## config.mk

```make
export PLATFORM = sky130hd
export DESIGN_NAME = sd_card_fsm_flat
export DESIGN_NICKNAME = d
export VERILOG_FILES = /design/src/rtl/sd_card_fsm_if.sv /design/src/rtl/sd_card_fsm.sv /design/src/flat_wrapper.sv
export SDC_FILE = /design/constraint.sdc
export NUM_CORES = 1
export LEC_CHECK = 0
export CAP_MARGIN = 5
export CORE_MARGIN = 3
export CORE_UTILIZATION = 23
export CTS_CLUSTER_DIAMETER = 120
export DETAILED_ROUTE_END_ITERATION = 8
export GPL_ROUTABILITY_DRIVEN = 0
export GPL_TIMING_DRIVEN = 0
export MAX_ROUTING_LAYER = met4
export SYNTH_ARGS = -nofsm -noshare
export SYNTH_HDL_FRONTEND = slang
export SYNTH_SLANG_ARGS = --single-unit
export TNS_END_PERCENT = 30
```

## constraint.sdc

```tcl
create_clock -name iclk -period 5.3 [get_ports iclk]
set_input_delay 1.06 -clock iclk [delete_from_list [all_inputs] [get_ports iclk]]
set_output_delay 1.06 -clock iclk [all_outputs]
set_load 0.01 [all_outputs]
```

## src/rtl/sd_card_fsm_if.sv

```systemverilog
// -----------------------------------------------------------------------------
// sd_card_fsm_if
// Command/response bundle between the host-facing CMD-line logic and the
// card-side command state machine.
//   master : drives decoded commands and idata_done, observes responses.
//   slave  : the state machine (sd_card_fsm).
// Signals:
//   icmd_valid/icrc_err/icmd_index/icmd_arg : decoded command frame
//   idata_done                              : data path finished programming
//   oresp_start/oresp_type/oresp            : response to transmit
//   ostart_rd/ostart_wr/ostop               : data-path control pulses
//   oblock_addr/obus4/ocard_state           : card status
// -----------------------------------------------------------------------------
interface sd_card_fsm_if;
    logic        icmd_valid;
    logic        icrc_err;
    logic [5:0]  icmd_index;
    logic [31:0] icmd_arg;
    logic        idata_done;
    logic        oresp_start;
    logic [2:0]  oresp_type;
    logic [31:0] oresp;
    logic        ostart_rd;
    logic        ostart_wr;
    logic        ostop;
    logic [31:0] oblock_addr;
    logic        obus4;
    logic [3:0]  ocard_state;

    modport master (
        output icmd_valid, icrc_err, icmd_index, icmd_arg, idata_done,
        input  oresp_start, oresp_type, oresp, ostart_rd, ostart_wr, ostop,
               oblock_addr, obus4, ocard_state
    );

    modport slave (
        input  icmd_valid, icrc_err, icmd_index, icmd_arg, idata_done,
        output oresp_start, oresp_type, oresp, ostart_rd, ostart_wr, ostop,
               oblock_addr, obus4, ocard_state
    );
endinterface

```

## src/rtl/sd_card_fsm.sv

```systemverilog
// -----------------------------------------------------------------------------
// sd_card_fsm
// Card-side SD command state machine (SDHC block addressing). Decodes each
// command on its icmd_valid cycle; response, data-path pulses and the new
// card state are all registered and appear on the following cycle.
// Ports:
//   iclk, irst : clock, asynchronous active-high reset
//   bus        : sd_card_fsm_if.slave (commands in, responses/status out)
// Optional feature macro: SD_CARD_CMD13_EN (CMD13 SEND_STATUS support;
// when undefined CMD13 is illegal).
// -----------------------------------------------------------------------------
module sd_card_fsm #(
    parameter logic [15:0] RCA             = 16'h1234,
    parameter int unsigned ACMD41_BUSY_CNT = 2,
    parameter logic [31:0] CAPACITY_BLK    = 32'h0040_0000
) (
    input  logic          iclk,
    input  logic          irst,
    sd_card_fsm_if.slave  bus
);

    typedef enum logic [3:0] {
        S_IDLE  = 4'd0,
        S_READY = 4'd1,
        S_IDENT = 4'd2,
        S_STBY  = 4'd3,
        S_TRAN  = 4'd4,
        S_DATA  = 4'd5,
        S_RCV   = 4'd6,
        S_PRG   = 4'd7,
        S_INA   = 4'd15
    } state_t;

    typedef enum logic [2:0] {
        R_NONE  = 3'd0,
        R_R1    = 3'd1,
        R_R1B   = 3'd2,
        R_R2CID = 3'd3,
        R_R3    = 3'd4,
        R_R2CSD = 3'd5,
        R_R6    = 3'd6,
        R_R7    = 3'd7
    } resp_t;

    localparam logic [7:0] BUSY_MAX = 8'(ACMD41_BUSY_CNT);

    state_t      state_q;
    resp_t       resp_type_q;
    logic        resp_start_q;
    logic [31:0] resp_q;
    logic        start_rd_q;
    logic        start_wr_q;
    logic        stop_q;
    logic [31:0] blk_q;
    logic        bus4_q;
    logic [7:0]  busy_cnt_q;
    logic        app_q;
    logic        crc_q;
    logic        ill_q;

    logic [31:0] st_w;
    logic        rca_match;
    logic        prg_keep;

    // R1 card status as seen at command receipt
    assign st_w = {1'b0, 7'd0, crc_q, ill_q, 9'd0, state_q, 1'b1, 2'd0, app_q, 5'd0};
    assign rca_match = (bus.icmd_arg[31:16] == RCA);
    // Commands that take the card out of prg somewhere other than tran
    assign prg_keep = bus.icmd_valid && !bus.icrc_err &&
                      ((bus.icmd_index == 6'd0) || ((bus.icmd_index == 6'd15) && rca_match));

    always_ff @(posedge iclk or posedge irst) begin
        if (irst) begin
            state_q      <= S_IDLE;
            resp_start_q <= 1'b0;
            resp_type_q  <= R_NONE;
            resp_q       <= '0;
            start_rd_q   <= 1'b0;
            start_wr_q   <= 1'b0;
            stop_q       <= 1'b0;
            blk_q        <= '0;
            bus4_q       <= 1'b0;
            busy_cnt_q   <= '0;
            app_q        <= 1'b0;
            crc_q        <= 1'b0;
            ill_q        <= 1'b0;
        end else begin
            resp_start_q <= 1'b0;
            start_rd_q   <= 1'b0;
            start_wr_q   <= 1'b0;
            stop_q       <= 1'b0;
            if (bus.icmd_valid && (state_q != S_INA)) begin
                if (bus.icrc_err) begin
                    crc_q <= 1'b1;
                end else begin
                    app_q <= 1'b0;
                    if (app_q && (bus.icmd_index == 6'd41)) begin
                        if (state_q == S_IDLE) begin
                            resp_start_q <= 1'b1;
                            resp_type_q  <= R_R3;
                            if (bus.icmd_arg[21:20] == 2'b00) begin
                                resp_q  <= '0;
                                state_q <= S_INA;
                            end else if (busy_cnt_q < BUSY_MAX) begin
                                resp_q     <= 32'h0030_0000;
                                busy_cnt_q <= busy_cnt_q + 8'd1;
                            end else begin
                                resp_q  <= 32'hC030_0000;
                                state_q <= S_READY;
                            end
                        end else begin
                            ill_q <= 1'b1;
                        end
                    end else if (app_q && (bus.icmd_index == 6'd6)) begin
                        if (state_q == S_TRAN) begin
                            resp_start_q <= 1'b1;
                            resp_type_q  <= R_R1;
                            resp_q       <= st_w;
                            crc_q        <= 1'b0;
                            ill_q        <= 1'b0;
                            bus4_q       <= (bus.icmd_arg[1:0] == 2'b10);
                        end else begin
                            ill_q <= 1'b1;
                        end
                    end else begin
                        case (bus.icmd_index)
                            6'd0: begin
                                state_q    <= S_IDLE;
                                crc_q      <= 1'b0;
                                ill_q      <= 1'b0;
                                busy_cnt_q <= '0;
                                bus4_q     <= 1'b0;
                            end
                            6'd2: begin
                                if (state_q == S_READY) begin
                                    resp_start_q <= 1'b1;
                                    resp_type_q  <= R_R2CID;
                                    resp_q       <= '0;
                                    state_q      <= S_IDENT;
                                end else ill_q <= 1'b1;
                            end
                            6'd3: begin
                                if ((state_q == S_IDENT) || (state_q == S_STBY)) begin
                                    resp_start_q <= 1'b1;
                                    resp_type_q  <= R_R6;
                                    resp_q       <= {RCA, st_w[23], st_w[22], st_w[19], st_w[12:0]};
                                    crc_q        <= 1'b0;
                                    ill_q        <= 1'b0;
                                    state_q      <= S_STBY;
                                end else ill_q <= 1'b1;
                            end
                            6'd7: begin
                                if (state_q == S_STBY) begin
                                    if (rca_match) begin
                                        resp_start_q <= 1'b1;
                                        resp_type_q  <= R_R1B;
                                        resp_q       <= st_w;
                                        crc_q        <= 1'b0;
                                        ill_q        <= 1'b0;
                                        state_q      <= S_TRAN;
                                    end
                                end else if ((state_q == S_TRAN) || (state_q == S_DATA) ||
                                             (state_q == S_PRG)) begin
                                    if (!rca_match) state_q <= S_STBY;
                                    else            ill_q   <= 1'b1;
                                end else ill_q <= 1'b1;
                            end
                            6'd8: begin
                                if (state_q == S_IDLE) begin
                                    if (bus.icmd_arg[11:8] == 4'd1) begin
                                        resp_start_q <= 1'b1;
                                        resp_type_q  <= R_R7;
                                        resp_q       <= {20'd0, bus.icmd_arg[11:0]};
                                    end
                                end else ill_q <= 1'b1;
                            end
                            6'd9: begin
                                if (state_q == S_STBY) begin
                                    if (rca_match) begin
                                        resp_start_q <= 1'b1;
                                        resp_type_q  <= R_R2CSD;
                                        resp_q       <= '0;
                                    end
                                end else ill_q <= 1'b1;
                            end
                            6'd12: begin
                                if ((state_q == S_DATA) || (state_q == S_RCV)) begin
                                    resp_start_q <= 1'b1;
                                    resp_type_q  <= R_R1B;
                                    resp_q       <= st_w;
                                    crc_q        <= 1'b0;
                                    ill_q        <= 1'b0;
                                    stop_q       <= 1'b1;
                                    state_q      <= (state_q == S_DATA) ? S_TRAN : S_PRG;
                                end else ill_q <= 1'b1;
                            end
`ifdef SD_CARD_CMD13_EN
                            6'd13: begin
                                if ((state_q == S_STBY) || (state_q == S_TRAN) ||
                                    (state_q == S_DATA) || (state_q == S_RCV) ||
                                    (state_q == S_PRG)) begin
                                    if (rca_match) begin
                                        resp_start_q <= 1'b1;
                                        resp_type_q  <= R_R1;
                                        resp_q       <= st_w;
                                        crc_q        <= 1'b0;
                                        ill_q        <= 1'b0;
                                    end
                                end else ill_q <= 1'b1;
                            end
`endif
                            6'd15: begin
                                if (state_q == S_IDLE) ill_q <= 1'b1;
                                else if (rca_match)    state_q <= S_INA;
                            end
                            6'd18, 6'd25: begin
                                if (state_q == S_TRAN) begin
                                    resp_start_q <= 1'b1;
                                    resp_type_q  <= R_R1;
                                    crc_q        <= 1'b0;
                                    ill_q        <= 1'b0;
                                    if (bus.icmd_arg >= CAPACITY_BLK) begin
                                        resp_q <= st_w | 32'h8000_0000;
                                    end else begin
                                        resp_q <= st_w;
                                        blk_q  <= bus.icmd_arg;
                                        if (bus.icmd_index == 6'd18) begin
                                            start_rd_q <= 1'b1;
                                            state_q    <= S_DATA;
                                        end else begin
                                            start_wr_q <= 1'b1;
                                            state_q    <= S_RCV;
                                        end
                                    end
                                end else ill_q <= 1'b1;
                            end
                            6'd55: begin
                                if ((state_q == S_IDLE) || (state_q == S_READY) || rca_match) begin
                                    resp_start_q <= 1'b1;
                                    resp_type_q  <= R_R1;
                                    resp_q       <= st_w | 32'h0000_0020;
                                    crc_q        <= 1'b0;
                                    ill_q        <= 1'b0;
                                    app_q        <= 1'b1;
                                end
                            end
                            default: ill_q <= 1'b1;
                        endcase
                    end
                end
            end
            // Programming completion overrides the command's own transition
            // except where the command forces idle/ina.
            if ((state_q == S_PRG) && bus.idata_done && !prg_keep) state_q <= S_TRAN;
        end
    end

    assign bus.oresp_start = resp_start_q;
    assign bus.oresp_type  = resp_type_q;
    assign bus.oresp       = resp_q;
    assign bus.ostart_rd   = start_rd_q;
    assign bus.ostart_wr   = start_wr_q;
    assign bus.ostop       = stop_q;
    assign bus.oblock_addr = blk_q;
    assign bus.obus4       = bus4_q;
    assign bus.ocard_state = state_q;

endmodule

```

## src/flat_wrapper.sv

```systemverilog
// flat-port wrapper written by rule: the top's interface ports become plain ports
module sd_card_fsm_flat 
#(
    parameter logic [15:0] RCA             = 16'h1234,
    parameter int unsigned ACMD41_BUSY_CNT = 2,
    parameter logic [31:0] CAPACITY_BLK    = 32'h0040_0000
)
  (iclk, irst, bus_icmd_valid, bus_icrc_err, bus_icmd_index, bus_icmd_arg, bus_idata_done, bus_oresp_start, bus_oresp_type, bus_oresp, bus_ostart_rd, bus_ostart_wr, bus_ostop, bus_oblock_addr, bus_obus4, bus_ocard_state);
  sd_card_fsm_if bus_i ();
  input  logic iclk;
  input  logic irst;
  input wire logic [$bits(bus_i.icmd_valid)-1:0] bus_icmd_valid;
  input wire logic [$bits(bus_i.icrc_err)-1:0] bus_icrc_err;
  input wire logic [$bits(bus_i.icmd_index)-1:0] bus_icmd_index;
  input wire logic [$bits(bus_i.icmd_arg)-1:0] bus_icmd_arg;
  input wire logic [$bits(bus_i.idata_done)-1:0] bus_idata_done;
  output wire logic [$bits(bus_i.oresp_start)-1:0] bus_oresp_start;
  output wire logic [$bits(bus_i.oresp_type)-1:0] bus_oresp_type;
  output wire logic [$bits(bus_i.oresp)-1:0] bus_oresp;
  output wire logic [$bits(bus_i.ostart_rd)-1:0] bus_ostart_rd;
  output wire logic [$bits(bus_i.ostart_wr)-1:0] bus_ostart_wr;
  output wire logic [$bits(bus_i.ostop)-1:0] bus_ostop;
  output wire logic [$bits(bus_i.oblock_addr)-1:0] bus_oblock_addr;
  output wire logic [$bits(bus_i.obus4)-1:0] bus_obus4;
  output wire logic [$bits(bus_i.ocard_state)-1:0] bus_ocard_state;
  assign bus_i.icmd_valid = bus_icmd_valid;
  assign bus_i.icrc_err = bus_icrc_err;
  assign bus_i.icmd_index = bus_icmd_index;
  assign bus_i.icmd_arg = bus_icmd_arg;
  assign bus_i.idata_done = bus_idata_done;
  assign bus_oresp_start = bus_i.oresp_start;
  assign bus_oresp_type = bus_i.oresp_type;
  assign bus_oresp = bus_i.oresp;
  assign bus_ostart_rd = bus_i.ostart_rd;
  assign bus_ostart_wr = bus_i.ostart_wr;
  assign bus_ostop = bus_i.ostop;
  assign bus_oblock_addr = bus_i.oblock_addr;
  assign bus_obus4 = bus_i.obus4;
  assign bus_ocard_state = bus_i.ocard_state;
  sd_card_fsm #(.RCA(RCA), .ACMD41_BUSY_CNT(ACMD41_BUSY_CNT), .CAPACITY_BLK(CAPACITY_BLK)) u_core (.iclk(iclk), .irst(irst), .bus(bus_i));
endmodule
```

Word level (Yosys, flattened, before mapping)
Index checks and enable logic that the tools add are counted.

storage, ports and cells
  bits in registers = 87
  memories = 0
  word-level logic and storage cells = 249
  output and inout port bits = 76
  memory bits (read-only) = 0
  memory bits (writable) = 0
  latch bits = 0
  input bits = 43

cells by class
  eq/ne operators = 65
  add/subtract/negate cells = 1
  reductions and logical operators = 37
  bitwise operators = 4
  magnitude comparators = 2
  muxes and demuxes = 127
  multiply operators = 0
  divide/modulo/power cells = 0
  shifts and indexed selects = 0

operator list
  operator                                                                                number
  32-bit two-way mux                                                                      18
  32-bit case mux with 8 select lines                                                     1
  4-bit two-way mux                                                                       19
  1-bit two-way mux                                                                       62
  4-bit by 1-bit inequality test with 1-bit output (second input constant)                13
  8-bit two-way mux                                                                       6
  3-bit two-way mux                                                                       14
  32-bit by 23-bit greater-or-equal comparator with 1-bit output (second input constant)  1
  16-bit AND reduction                                                                    2
  4-bit by 2-bit inequality test with 1-bit output (second input constant)                7
  4-bit case mux with 7 select lines                                                      1
  6-bit by 4-bit equality test with 1-bit output (second input constant)                  4
  3-bit case mux with 8 select lines                                                      1
  16-bit by 13-bit equality test with 1-bit output (second input constant)                1
  4-bit by 3-bit equality test with 1-bit output (second input constant)                  4
  4-bit inequality test (second input constant)                                           4
  8-bit AND reduction                                                                     2
  14-bit AND reduction                                                                    1
  7-bit AND reduction                                                                     2
  6-bit by 2-bit equality test with 1-bit output (second input constant)                  2
  6-bit by 3-bit equality test with 1-bit output (second input constant)                  2
  6-bit by 5-bit equality test with 1-bit output (second input constant)                  2
  6-bit equality test (second input constant)                                             2
  2-bit inequality test (second input constant)                                           5
  33 further kinds                                                                        60

Depth between registers and ports, before layout
Gate-level depths: netlist (run 1).

  depth in word-level cells = 11
  depth in mapped cells = 9

Worst setup path after synthesis (run 1)
Ideal clock, no wire load.

  path type = input port to flip-flop
  start = input port bus_icmd_index[1]
  end = register u_core.state_q[2], in the netlist u_core.bus.ocard_state[2]
  data arrival time = 2.983 ns
  data required time = 5.175 ns
  cell stages on the path = 8
  setup time = 0.125 ns
  buffers on the path = 2
  path slack = 2.192 ns
  path through = buf_2 nand3b_2 or2_2 buf_2 a2111oi_0 a31oi_1 a21oi_1 mux2_2

on the way
  word-level cells in the longest chain between the ends = 8
  elaborated cells on any way between the ends = 41
  those cells by class = 23 x eq/ne; 6 x mux; 12 x reduce/logical

RTL lines
  what                                                                                                                     line                                   text
  start, declared                                                                                                          flat_wrapper.sv:14                     input wire logic [$bits(bus_i.icmd_index)-1:0] bus_icmd_index;
  6-bit by 5-bit equality test with 1-bit output / 6-bit by 4-bit equality test with 1-bit output (equally long branches)  sd_card_fsm.sv:126, sd_card_fsm.sv:70
  2-bit OR reduction / 1-bit logical AND (equally long branches)                                                           sd_card_fsm.sv:126, sd_card_fsm.sv:70
  4-bit case mux with 7 select lines / 1-bit logical OR (equally long branches)                                            sd_card_fsm.sv:126, sd_card_fsm.sv:70
  4-bit two-way mux / 1-bit logical AND (equally long branches)                                                            sd_card_fsm.sv:114, sd_card_fsm.sv:69
  4-bit two-way mux / 1-bit logical NOT (equally long branches)                                                            sd_card_fsm.sv:97, sd_card_fsm.sv:254
  4-bit two-way mux / 1-bit logical AND (equally long branches)                                                            sd_card_fsm.sv:93, sd_card_fsm.sv:254
  4-bit two-way mux (tied with other cells)                                                                                sd_card_fsm.sv:92                      if (bus.icmd_valid && (state_q != S_INA)) begin
  4-bit two-way mux / 16-bit AND reduction (equally long branches)                                                         -
  end signal, assigned                                                                                                     sd_card_fsm.sv:194                     state_q <= (state_q == S_DATA) ? S_TRAN : S_PRG;
  end, declared                                                                                                            sd_card_fsm.sv:47                      state_t state_q;

Several ways; a longest one is shown, not always the timed one. The select of a mux whose other input is x is not followed.
A chain may end at the register's enable or synchronous reset.

Final worst setup path (run 1)
  start = input port bus_icmd_index[0]
  end = register u_core.blk_q[10], in the netlist u_core.bus.oblock_addr[10]

on the way
  word-level cells in the longest chain between the ends = 4
  elaborated cells on any way between the ends = 10
  those cells by class = 4 x eq/ne; 2 x bitwise; 4 x reduce/logical

RTL lines
  what                                                                                          line                                   text
  6-bit by 3-bit equality test with 1-bit output / 6-bit equality test (equally long branches)  sd_card_fsm.sv:114, sd_card_fsm.sv:97
  1-bit logical AND, on equally long branches                                                   sd_card_fsm.sv:114, sd_card_fsm.sv:97
  1-bit inverter (no line)                                                                      -
  7-bit AND reduction (no line) (*)                                                             -
  end signal, assigned                                                                          sd_card_fsm.sv:226                     blk_q <= bus.icmd_arg;
  end, declared                                                                                 sd_card_fsm.sv:54                      logic [31:0] blk_q;

Mark *: on every way between the ends. The rest lies on a longest branch, timed or not.

==> parameters.txt, run 1 <==
Parameter                              Value

Place
  Estimated wirelength of the detail-placed design    9.96 mm
  Area after detailed placement    5680 um2
  Number of buffer cells added on primary ports    109
  Post-Place Cells    ~770

Setup path
  Class of the most critical setup path    in -> reg
  Gate family responsible for the most delay along the worst path    simple AND/OR/NAND/NOR gates
  Element type at the critical path end    flip-flop
  Buffers & Inverters on Critical Path    3
  CP Max Fanout    10
  Data required, critical path    5.52 ns
  Startpoint types    primary input
  Critical path depth    9
  Worst EP arrival    a little under 4 ns
  CP max stage cell    sky130_fd_sc_hd__clkdlybuf4s50_1
  Critical path cell sequence    clkdlybuf4s50_1 -> buf_4 -> nor3b_1 -> nand4_1 -> nand2_1 -> nor3_1 -> nand2_1 -> buf_2 -> mux2_2
  Stage delay of the slowest cell on the critical path    0.56 ns
  Dominant cell type by count on the critical path    sky130_fd_sc_hd__nand2_1
  Number of cells traversed by the worst register-to-register path    7

Die
  Rows    49
  Die outline height    142 um
  Initial standard-cell utilization of the core    0.235
  Total I/O pin count    119
  Full die area    20,100 um2
  Core box area    18,000 um2
  Die outline width    142 um

Cells and area
  Final Core Density    0.334
  Relative area change from synthesis to final layout    41.8%
  Number of inserted diodes    0
  Layout cell share with drive strength beyond 1    0.165
  Total number of nets in the final design    591
  Final cell area excluding filler cells    between 6000 and 7000 um2
  Number of cells in the finished layout apart from fillers    781

Synth
  Synth async-reset ratio    1.00
  Post-synth top cells    sky130_fd_sc_hd__dfrtp_1 (76), sky130_fd_sc_hd__nor2_1 (32), sky130_fd_sc_hd__mux2_2 (26)
  Synthesized area per cell    just over 10 um2
  Number of enable-type register cells in the synthesized netlist    0
  Count of unique library cells instantiated by Yosys    71
  Combined area of all synthesized cells    4240 um2
  Warnings from Yosys    0
  Proportion of netlist area held by the largest area contributor    0.448
  Most used standard cell by instance count after synthesis    sky130_fd_sc_hd__dfrtp_1
  Primary FF master, synth    sky130_fd_sc_hd__dfrtp_1
  Cell type with the largest total area after synthesis    sky130_fd_sc_hd__dfrtp_1
  Post-synthesis instance total    419
  Cells taking the most area after synthesis    sky130_fd_sc_hd__dfrtp_1 (45%), sky130_fd_sc_hd__mux2_2 (6.9%), sky130_fd_sc_hd__mux2i_1 (3.5%), sky130_fd_sc_hd__nor2_1 (2.8%), sky130_fd_sc_hd__buf_4 (2.3%)
  Portion of the post-synthesis area used by sequential elements    0.448
  Yosys reg bits    76

STA
  Setup repair after global routing missed its margin    false
  Final worst clock skew    0.00772 ns
  Max-slew violations    0
  Ratio of final minimum period to clock period    0.693
  Final setup violation count    0
  Slew Limit Headroom    0.282
  Min Clock Period, post-route    roughly 3.7 ns
  Hold violation count in the final report    0
  Achievable clock frequency    approximately 270 MHz
  Final TNS setup    0 ns
  Slew at the pin closest to its max-slew limit    between 1 and 1.5 ns

Global route
  Number of antenna violations at the first check in global routing    0
  Number of global-route vias before repair    3,793
  All-Layer GR Usage    0.133
  Overflow after GRT    0
  Wire length of the first global-routing pass    20.8 mm
  Pin count of the biggest net entering global routing    55

Clock tree
  Number of buffers created by CTS    9
  Post-CTS Resized    0
  Buffer levels on the longest clock path    2
  CTS root buf    sky130_fd_sc_hd__clkbuf_16
  Total number of H-tree levels    3
  TritonCTS clock tree    yes
  Clock-pin slew of the registers on the worst-case setup and hold paths    0.06 ns
  Total of hold buffers inserted after clock tree synthesis    0
  Clock latency reported for the late side of the worst-skew pair    ~0.34 ns
  TritonCTS Sinks    76
  # Post-CTS Setup Buffers    0

Power and ir drop
  Design internal power    1250 uW
  Fraction of power consumed by the clock network    0.410
  Logic pwr share    0.204
  Switching power of the nets    452 uW
  Peak VDD IR    0.175 mV
  Part of the total power dissipated in sequential elements    0.385
  Sw Ratio    0.266
  Sum of internal, switching and leakage power    around 1700 uW
  Total power density per cell area    282 nW/um2
  Reported leakage power    0.00252 uW

Drt
  Vias per cell    4.85
  Total Routed Length    13.1 mm
  Iteration count of the initial detailed-routing pass    4
  # DRC    0
  Wire per inst    16.8 um
  Count of routing violations after the opening detailed-route iteration    298
  Number of vias in the routed layout    3,789
  Antenna viol nets, final    0

Job
  Max-cap violations    0

Run status
  Outcome    finished, final reports clean

Worst hold path
  Worst hold path stage count    1
  Min-Delay Path Class    reg -> reg
-- path summary, 6_finish.rpt --
path	to	startpoint	slack, ns
hold / removal	u_core.bus.oblock_addr[22]	u_core.bus.oblock_addr[22]	0.48
min in group asynchronous	u_core.bus.ostop	irst	1.06
max in group asynchronous	u_core.bus.oblock_addr[5]	irst	3.68
hold reg to reg	u_core.bus.oblock_addr[22]	u_core.bus.oblock_addr[22]	0.48
setup reg to reg	u_core.bus.oblock_addr[10]	u_core.bus.ocard_state[1]	2.22
setup / recovery	u_core.bus.oblock_addr[10]	bus_icmd_index[0]	1.63
-- worst reg2reg max path: stages, from the launching register on --
cell and delay (ns):
sky130_fd_sc_hd__dfrtp_1 0.49, sky130_fd_sc_hd__clkbuf_1 0.32, sky130_fd_sc_hd__nor4b_1 0.75, sky130_fd_sc_hd__nand4_1 0.28, sky130_fd_sc_hd__nor3_1 0.28, sky130_fd_sc_hd__nand2_1 0.23, sky130_fd_sc_hd__buf_2 0.31, sky130_fd_sc_hd__mux2_2 0.30
-- cell type report --
class | instances | area, um2
fillers | 1839 | 12000
multi-input cells | 292 | 2080
flip-flops and latches | 76 | 1900
repair buffers | 110 | 1120
well taps | 229 | 287
clock buffers | 13 | 270
plain buffers | 34 | 199
inverters | 24 | 92.6
clock inverters | 3 | 67.6
-- power groups by stage --
stage / logic (uW) / registers (uW) / clock network [uW]
finish: 347 / 654 / 696
CTS: 347 / 655 / 705
detailed placement: 344 / 665 / 0
global route: 375 / 660 / 738
floorplan: 144 / 679 / 0
global placement: 338 / 663 / 0
-- metal layers --
layer,part of all wire,vias up,track usage
li1,-,1757,-
met4,0.015,0,0.0323
met1,0.43,1826,0.169
met2,0.47,189,0.209
met5,0,-,-
met3,0.082,17,0.0377
-- placed cells by master (no fill, tap or decap), types with 13 or more instances in the layout --
cell type	synthesis	final
sky130_fd_sc_hd__buf_4	13	13
sky130_fd_sc_hd__inv_1	24	23
sky130_fd_sc_hd__o21ai_0	16	16
sky130_fd_sc_hd__nor2_1	32	32
sky130_fd_sc_hd__mux2i_1	15	15
sky130_fd_sc_hd__dfrtp_1	76	76
sky130_fd_sc_hd__nand2_1	25	25
sky130_fd_sc_hd__clkdlybuf4s50_1	0	109
sky130_fd_sc_hd__mux2_2	26	26
sky130_fd_sc_hd__nor3_1	17	17
-- through the flow --
stage / hold slack, ns / setup slack [ns]
after CTS: 0.488 / 1.63
final: 0.480 / 1.63
after floorplan: 0.457 / 2.19
after global placement: 0.472 / 1.05
after detailed placement: 0.470 / 1.29
after global routing: 0.510 / 1.35
-- flip-flops by register name, indices dropped and copies added, names as in the netlist --
signal / count
u_core.app_q: 1
u_core.bus.oblock_addr: 32
u_core.bus.obus4: 1
u_core.bus.ocard_state: 4
u_core.bus.oresp: 21
u_core.bus.oresp_start: 1
u_core.bus.oresp_type: 3
u_core.bus.ostart_rd: 1
u_core.bus.ostart_wr: 1
u_core.bus.ostop: 1
u_core.busy_cnt_q: 8
u_core.crc_q: 1
u_core.ill_q: 1
-- logic make-up (layout without fill, tap and decap cells) --
family	after synthesis	count (layout)	share of synthesized area
other	1	8	0.000884
multiplexers	45	45	0.119
AND/OR/NAND/NOR	156	156	0.215
XOR/XNOR	1	1	0.00207
flip-flops	76	76	0.448
AO/OA/AOI/OAI	81	81	0.144
adder cells (fa/ha/maj)	1	1	0.00295
buffers and inverters	58	184	0.0681
Note: power is estimated with default switching activity, not from simulation.
==> inputs of run 2 (changes only) <==
clock period = 3.05 ns   (was 5.3 ns; I/O delays follow)
==> run 2 against run 1 <==
Net effect: cell count rose by 1.0%; clock skew barely moved; first-iteration DRC count fell by 19%; global-route usage rose by 0.12 points; register-to-register slack got worse by 2.0 ns; utilization rose by 0.96 points; largest cell class unchanged; largest power group unchanged.
==> parameters.txt, run 2 (synthesized netlist as in run 1, its figures left out) <==
Parameter                              Value

Run status
  Outcome    finished, final reports clean

Global route
  Pin count of the biggest net entering global routing    55
  Number of antenna violations at the first check in global routing    0
  Overflow after GRT    0
  Number of global-route vias before repair    3,812
  Wire length of the first global-routing pass    21.0 mm
  All-Layer GR Usage    0.134

Die
  Total I/O pin count    119
  Initial standard-cell utilization of the core    0.235
  Rows    49
  Die outline height    142 um
  Core box area    18,000 um2
  Full die area    20,100 um2
  Die outline width    about 140 um

Power and ir drop
  Reported leakage power    ~0.0026 uW
  Total power density per cell area    479 nW/um2
  Peak VDD IR    0.303 mV

Worst hold path
  Worst hold path stage count    1
  Min-Delay Path Class    reg -> reg

Cells and area
  Layout cell share with drive strength beyond 1    0.202
  Final Core Density    0.343
  Number of inserted diodes    0
  FILL cells    1,826
  Most frequent cells in the layout    sky130_fd_sc_hd__clkdlybuf4s50_1 (108), sky130_fd_sc_hd__dfrtp_1 (76), sky130_fd_sc_hd__nor2_1 (32), sky130_fd_sc_hd__mux2_2 (26)
  Flip-flop count of the largest register after layout    32
  FF/Latch Area    1900 um2
  Relative area change from synthesis to final layout    45.8%
  Total number of nets in the final design    599
  Number of cells in the finished layout apart from fillers    789
  Area of combinational cells with multiple inputs    2170 um2
  Most frequent standard cell in the layout excluding fill and tap cells    sky130_fd_sc_hd__clkdlybuf4s50_1

Setup path
  Gate family responsible for the most delay along the worst path    simple AND/OR/NAND/NOR gates
  Critical path depth    8
  Data required, critical path    3.27 ns
  Critical path cell sequence    clkdlybuf4s50_1 -> or4_1 -> buf_2 -> nor3_2 -> a21oi_1 -> o21ai_0 -> o21ai_0 -> mux2_2
  Element type at the critical path end    flip-flop
  Dominant cell type by count on the critical path    sky130_fd_sc_hd__o21ai_0
  Class of the most critical setup path    in -> reg
  Number of cells traversed by the worst register-to-register path    9
  Buffers & Inverters on Critical Path    2
  CP Max Fanout    6
  Startpoint types    primary input
  Worst EP arrival    3.20 ns
  CP max stage cell    sky130_fd_sc_hd__or4_1
  Stage delay of the slowest cell on the critical path    0.51 ns

Drt
  Antenna viol nets, final    0
  Total Routed Length    about 13 mm
  Count of routing violations after the opening detailed-route iteration    241
  Vias per cell    4.88
  Wire per inst    around 17 um
  Iteration count of the initial detailed-routing pass    5
  # DRC    0
  Number of vias in the routed layout    3,852

Clock tree
  Number of buffers created by CTS    9
  Clock-pin slew of the registers on the worst-case setup and hold paths    0.06 ns
  TritonCTS Sinks    76
  Total number of H-tree levels    3
  Buffer levels on the longest clock path    2
  Clock latency reported for the late side of the worst-skew pair    0.34 ns
  TritonCTS clock tree    yes
  CTS root buf    sky130_fd_sc_hd__clkbuf_16

STA
  Max-slew violations    0
  Final setup violation count    0
  Hold violation count in the final report    0
  Ratio of final minimum period to clock period    0.978
  Slew Limit Headroom    0.260
  Final worst clock skew    0.00759 ns
  Achievable clock frequency    335 MHz
  Slew at the pin closest to its max-slew limit    1.10 ns
  Final TNS setup    0 ns
  Min Clock Period, post-route    2.98 ns

Place
  Estimated wirelength of the detail-placed design    around 10 mm
  Number of buffer cells added on primary ports    109
  Post-Place Cells    765

Job
  Max-cap violations    0
==> run 2: path summary, 6_finish.rpt <==
kind / from / endpoint / slack (ns)
worst max-delay path: bus_icmd_index[4] / u_core.bus.ocard_state[2] / 0.07
worst min-delay path: u_core.bus.oblock_addr[22] / u_core.bus.oblock_addr[22] / 0.48
worst max register to register: u_core.bus.ocard_state[3] / u_core.bus.oresp[9] / 0.18
worst min register to register: u_core.bus.oblock_addr[22] / u_core.bus.oblock_addr[22] / 0.48
max in group asynchronous: irst / u_core.bus.oblock_addr[5] / 1.88
min in group asynchronous: irst / u_core.bus.ostop / 0.61
==> run 2: per-layer routing <==
| metal | track usage | vias up | wire length (um) |
|---|---|---|---|
| met5 | - | - | 0 |
| met4 | 0.0404 | 0 | 342 |
| met3 | 0.0364 | 32 | 992 |
| met2 | 0.209 | 174 | 6270 |
| met1 | 0.171 | 1865 | 5790 |
| li1 | - | 1781 | - |
==> run 2: cell type report <==
class	count	area share
multi-input cells	292	0.352
flip-flops and latches	76	0.307
inverters	24	0.0150
well taps	229	0.0463
clock buffers	13	0.0437
clock inverters	3	0.0109
repair buffers	118	0.191
plain buffers	34	0.0342
==> run 2: timing repair <==
action,CTS,global route
hold buffers,0,0
resized for setup,5,23
pin swaps,1,4
setup buffers,1,7
endpoints found under the setup margin,30,57
==> run 2: through the flow <==
| stage | setup slack (ns) | total power, uW | hold WS [ns] | cell area, um2 |
|---|---|---|---|---|
| finish | 0.0682 | 2960 | 0.480 | 6190 |
| global route | -0.00762 | 3100 | 0.510 | 6190 |
| CTS | -0.0207 | 2970 | 0.488 | 6050 |
| detailed placement | -0.514 | 1750 | 0.470 | 5680 |
| global placement | -0.751 | 1740 | 0.472 | 5650 |
| floorplan | 0.392 | 1430 | 0.457 | 4270 |
==> run 2: where the power goes <==
| part | internal (uW) | switching (uW) |
|---|---|---|
| registers | 1080 | 52.8 |
| clock network | 784 | 423 |
| logic | 304 | 313 |
